## src/rtl/reg_pipeline.sv

```systemverilog
// Stallable, clearable WIDTH x DEPTH delay line with per-stage valid,
// occupancy count, full/empty flags and a combinational tap of any stage.
`timescale 1ns/1ps
module reg_pipeline #(
  parameter  int unsigned      WIDTH     = 8,
  parameter  int unsigned      DEPTH     = 4,
  parameter  logic [WIDTH-1:0] RESET_VAL = '0,
  localparam int unsigned      TW        = (DEPTH > 1) ? $clog2(DEPTH) : 1,
  localparam int unsigned      CW        = $clog2(DEPTH + 1)
) (
  input  logic             clk,
  input  logic             rst,
  input  logic             en,
  input  logic             clr,
  input  logic             in_valid,
  input  logic [WIDTH-1:0] d,
  input  logic [TW-1:0]    tap_sel,
  output logic [WIDTH-1:0] q,
  output logic             q_valid,
  output logic [WIDTH-1:0] tap_q,
  output logic             tap_valid,
  output logic [CW-1:0]    count,
  output logic             full,
  output logic             empty
);

  localparam logic [CW-1:0] DEPTH_CW  = CW'(DEPTH);
  localparam logic [CW:0]   DEPTH_EXT = (CW + 1)'(DEPTH);

  logic [WIDTH-1:0] data [DEPTH];
  logic [DEPTH-1:0] vld;
  logic [CW:0]      count_sum;
  logic [CW-1:0]    count_nxt;

  // Occupancy is evaluated one bit wider so entry/exit can never wrap;
  // result is clamped to the legal range 0..DEPTH.
  always_comb begin
    count_sum = {1'b0, count} + (CW + 1)'(in_valid) - (CW + 1)'(vld[DEPTH-1]);
    count_nxt = count_sum[CW-1:0];
    if (!in_valid && vld[DEPTH-1] && (count == '0)) begin
      count_nxt = '0;
    end else if (count_sum > DEPTH_EXT) begin
      count_nxt = DEPTH_CW;
    end
  end

  always_ff @(posedge clk or negedge rst) begin
    if (!rst) begin
      for (int unsigned i = 0; i < DEPTH; i++) begin
        data[i] <= RESET_VAL;
      end
      vld   <= '0;
      count <= '0;
    end else if (clr) begin
      for (int unsigned i = 0; i < DEPTH; i++) begin
        data[i] <= RESET_VAL;
      end
      vld   <= '0;
      count <= '0;
    end else if (en) begin
      data[0] <= in_valid ? d : RESET_VAL;
      vld[0]  <= in_valid;
      for (int unsigned i = 1; i < DEPTH; i++) begin
        data[i] <= data[i-1];
        vld[i]  <= vld[i-1];
      end
      count <= count_nxt;
    end
  end

  // Out-of-range selects fall through to the bubble value, never X.
  always_comb begin
    tap_q     = RESET_VAL;
    tap_valid = 1'b0;
    for (int unsigned i = 0; i < DEPTH; i++) begin
      if (tap_sel == i[TW-1:0]) begin
        tap_q     = data[i];
        tap_valid = vld[i];
      end
    end
  end

  assign q       = data[DEPTH-1];
  assign q_valid = vld[DEPTH-1];
  assign full    = (count == DEPTH_CW);
  assign empty   = (count == '0);

endmodule

```

## config.mk

```make
export PLATFORM = sky130hd
export DESIGN_NAME = reg_pipeline
export DESIGN_NICKNAME = d
export VERILOG_FILES = /design/src/rtl/reg_pipeline.sv
export SDC_FILE = /design/constraint.sdc
export NUM_CORES = 1
export LEC_CHECK = 0
export ABC_AREA = 1
export CAP_MARGIN = 20
export CORE_ASPECT_RATIO = 0.5
export CORE_MARGIN = 2
export CORE_UTILIZATION = 51
export DETAILED_ROUTE_END_ITERATION = 10
export PLACE_DENSITY_LB_ADDON = 0.05
export SLEW_MARGIN = 40
export SYNTH_ARGS = -nofsm -noshare
export SYNTH_HDL_FRONTEND = slang
export SYNTH_SLANG_ARGS = --single-unit
```

## constraint.sdc

```tcl
create_clock -name clk -period 2.5 [get_ports clk]
set_input_delay 0.625 -clock clk [delete_from_list [all_inputs] [get_ports clk]]
set_output_delay 0.625 -clock clk [all_outputs]
set_load 0.05 [all_outputs]
```

==> metrics.md <==
| Metric | Value |
|---|---|
| Status | `completed` |
| CP endpoint kind | `primary output` |
| Worst-Skew Late Latency | `0.29 ns` |
| CTS tree | `yes` |
| Vias in the first global route | `1532` |
| Post-synth top cells | `nand2_1, dfrtp_1, inv_1, o22ai_1, nand3_1` |
| Critical path class | `register to primary output` |
| I/O Pins | `38` |
| Sequential element share of the synthesized area | `0.496` |
| Hold buffers post-CTS | `0` |
| Placed Area | `2450 µm²` |
| Max rail drop VDD | `0.625 mV` |
| FMAX | `423 MHz` |
| Design Area, Final | `2550 µm²` |
| Critical Path Slowest Stage Cell | `clkdlybuf4s50_1` |
| DR top layer | `met4` |
| Crit path launch type | `register` |
| H-tree depth | `2` |
| RSZ-0062 raised after global routing | `false` |
| CTS clk-pin slew, worst paths | `0.08 ns` |
| Mapped Nets | `250` |
| Post-synthesis cell type count | `23` |
| Grt total ovfl | `0` |
| GRT Util Overall | `0.219` |
| Final HPWL DP | `3.09 mm` |
| WL final | `4.36 mm` |
| Met2 wire len | `1.99 mm` |
| R2r setup slk | `0.40 ns` |
| Met1 WL | `1.99 mm` |
| Fillcell total | `304` |
| First-pass GRT wire length | `7.18 mm` |
| Async set-reset flop share out of synthesis | `1.00` |
| Detailed Route Iter0 Violations | `55` |
| Cell Pwr Density | `626 nW/µm²` |
| Final hold slack | `0.288 ns` |
| Count of mapped cells out of synthesis | `230` |
| Final hold viol count | `0` |
| Starting density of the core | `0.552` |
| DRT antenna net count | `0` |
| Final std cells w/o fill | `320` |
| Initial antenna violation count | `0` |
| Synth warn | `0` |
| Worst reg2reg path startpoint | `count[0]` |
| Synthesized area | `1970 µm²` |
| # DRC | `0` |
| Post-synth EDFFs | `0` |
| Area Overhead vs Synth | `29.5%` |
| Final Max Tran Viols | `0` |
| Inserted Clock Buffers | `5` |
| Total clock sinks | `39` |
| Worst-case clock buffer depth | `2` |
| Max Cap Viol | `0` |
| Dpl cells | `312` |
| Die W | `91.9 µm` |
| Req. time, crit path | `1.88 ns` |
| Crit Path Max Fanout | `5` |
| Reg2Reg Depth | `9` |
| DR WL met3 | `335 µm` |
| Largest net degree at the start of global routing | `40` |
| Vias after detailed routing | `1682` |
| Final Net Count | `288` |
| Min cycle time layout | `2.37 ns` |
| Synth top area share | `0.496` |
| Area of the core | `3570 µm²` |
| Vias per cell | `5.26` |
| Actual slew at the worst max-slew pin | `0.506 ns` |
| Drt pass-1 iters | `4` |
| Worst EP arrival | `1.74 ns` |
| Cell Chain, Critical Path | `inv_1, nor3_2, clkdlybuf4s50_1` |
| ANT cells | `0` |
| Most common cell in the netlist | `nand2_1` |
| Number of synthesized register bits | `39` |
| Dominant cells by area after synthesis | `dfrtp_1, nand2_1, o22ai_1` |
| Die ar. | `4400 µm²` |
| Port Buffers | `37` |
| Rel. slew slack | `0.661` |
| Clock Root Buffer | `clkbuf_8` |
| Main flop type after synthesis | `dfrtp_1` |
| Setup violators final | `0` |
| Reg2reg end | `count[1]` |
| Mean Syn Cell Area | `8.56 µm²` |
| Final Skew | `0.00775 ns` |
| Max stage delay on crit path | `0.81 ns` |
| Leakage Power | `1.15 nW` |
| Worst Hold Class | `input port to async pin` |
| Post-DR wirelength/cell | `13.6 µm` |
| Period utilization | `0.947` |
| Final setup TNS | `0 ns` |
| Largest area contributor in the netlist | `dfrtp_1` |
| Placer congestion estimate | `0.908` |
| Rows | `15` |
| Die H | `47.9 µm` |
| Layout cells sized above 1 | `0.156` |
-- flip-flops by register name, summed over array words and instances, names as in the netlist --
signal	flops
data	24
q	8
vld	4
count	3
-- through the flow --
stage,utilization,total power [mW],worst slack (ns)
global placement,0.685,1.17,-0.100
global route,0.715,1.68,0.0554
CTS,0.715,1.60,0.118
floorplan,-,1.01,0.130
finish,0.715,1.59,0.134
detailed placement,0.686,1.18,-0.161
-- worst max-delay path, delay by kind of cell (launching register included) --
family,cells,cell delay (ns)
buffers and inverters,2,0.93
DFF,1,0.40
and+or+nand+nor,1,0.11
-- per-layer routing --
metal,GRT usage,vias to the layer above
met2,0.362,60
li1,-,826
met1,0.292,789
met5,0,-
met4,0.0657,0
met3,0.0646,7
-- logic make-up (layout without fill, tap and decap cells) --
| group | after synthesis | count (layout) | share of synthesized area |
|---|---|---|---|
| simple gates | 73 | 73 | 0.163 |
| buf+inv | 58 | 97 | 0.140 |
| flops | 39 | 39 | 0.496 |
| fa+ha+maj | 5 | 5 | 0.0356 |
| compound gates | 55 | 55 | 0.166 |
-- final cells by class --
| cell class | count | area [µm²] | area share |
|---|---|---|---|
| clock inverters | 2 | 12.5 | 0.00491 |
| inverters | 43 | 163 | 0.0638 |
| flip-flops and latches | 39 | 976 | 0.383 |
| clock buffers | 6 | 72.6 | 0.0285 |
| multi-input cells | 133 | 737 | 0.289 |
| repair buffers | 46 | 524 | 0.206 |
| well taps | 51 | 63.8 | 0.0250 |
-- worst max path at each step --
stage / from / to / cells past startpoint
after global routing: count[2] / full / 3
after floorplan: tap_sel[1] / tap_q[7] / 3
final: count[2] / full / 3
after global placement: tap_sel[1] / tap_q[4] / 8
after detailed placement: tap_sel[1] / tap_q[2] / 8
after CTS: count[2] / full / 3
-- what timing repair did --
item	CTS	global route
setup endpoints to repair	9	0
buffers inserted	0	0
gates resized for setup	9	0
-- power breakdown --
part	leakage, nW	internal (mW)	switching [mW]	total [mW]
clock	0.0412	0.195	0.223	0.418
combinational	0.573	0.172	0.329	0.501
sequential	0.539	0.655	0.0207	0.675
-- cells in the final DEF, fill, tap and decap left out, types with 2 or more instances in the layout --
cell type and count:
nand2_1 41, dfrtp_1 39, inv_1 38, o22ai_1 25, clkdlybuf4s50_1 24, nand3_1 19
o21ai_0 15, buf_4 10, a21oi_1 9, buf_12 9, nor2_1 5, clkbuf_8 5
inv_2 4, ha_1 4, nor2_4 2, clkinv_2 2, o2111ai_1 2, o21ai_2 2
o21bai_1 2, dlygate4sd2_1 2
No activity file was read; power rests on OpenSTA's default activity.
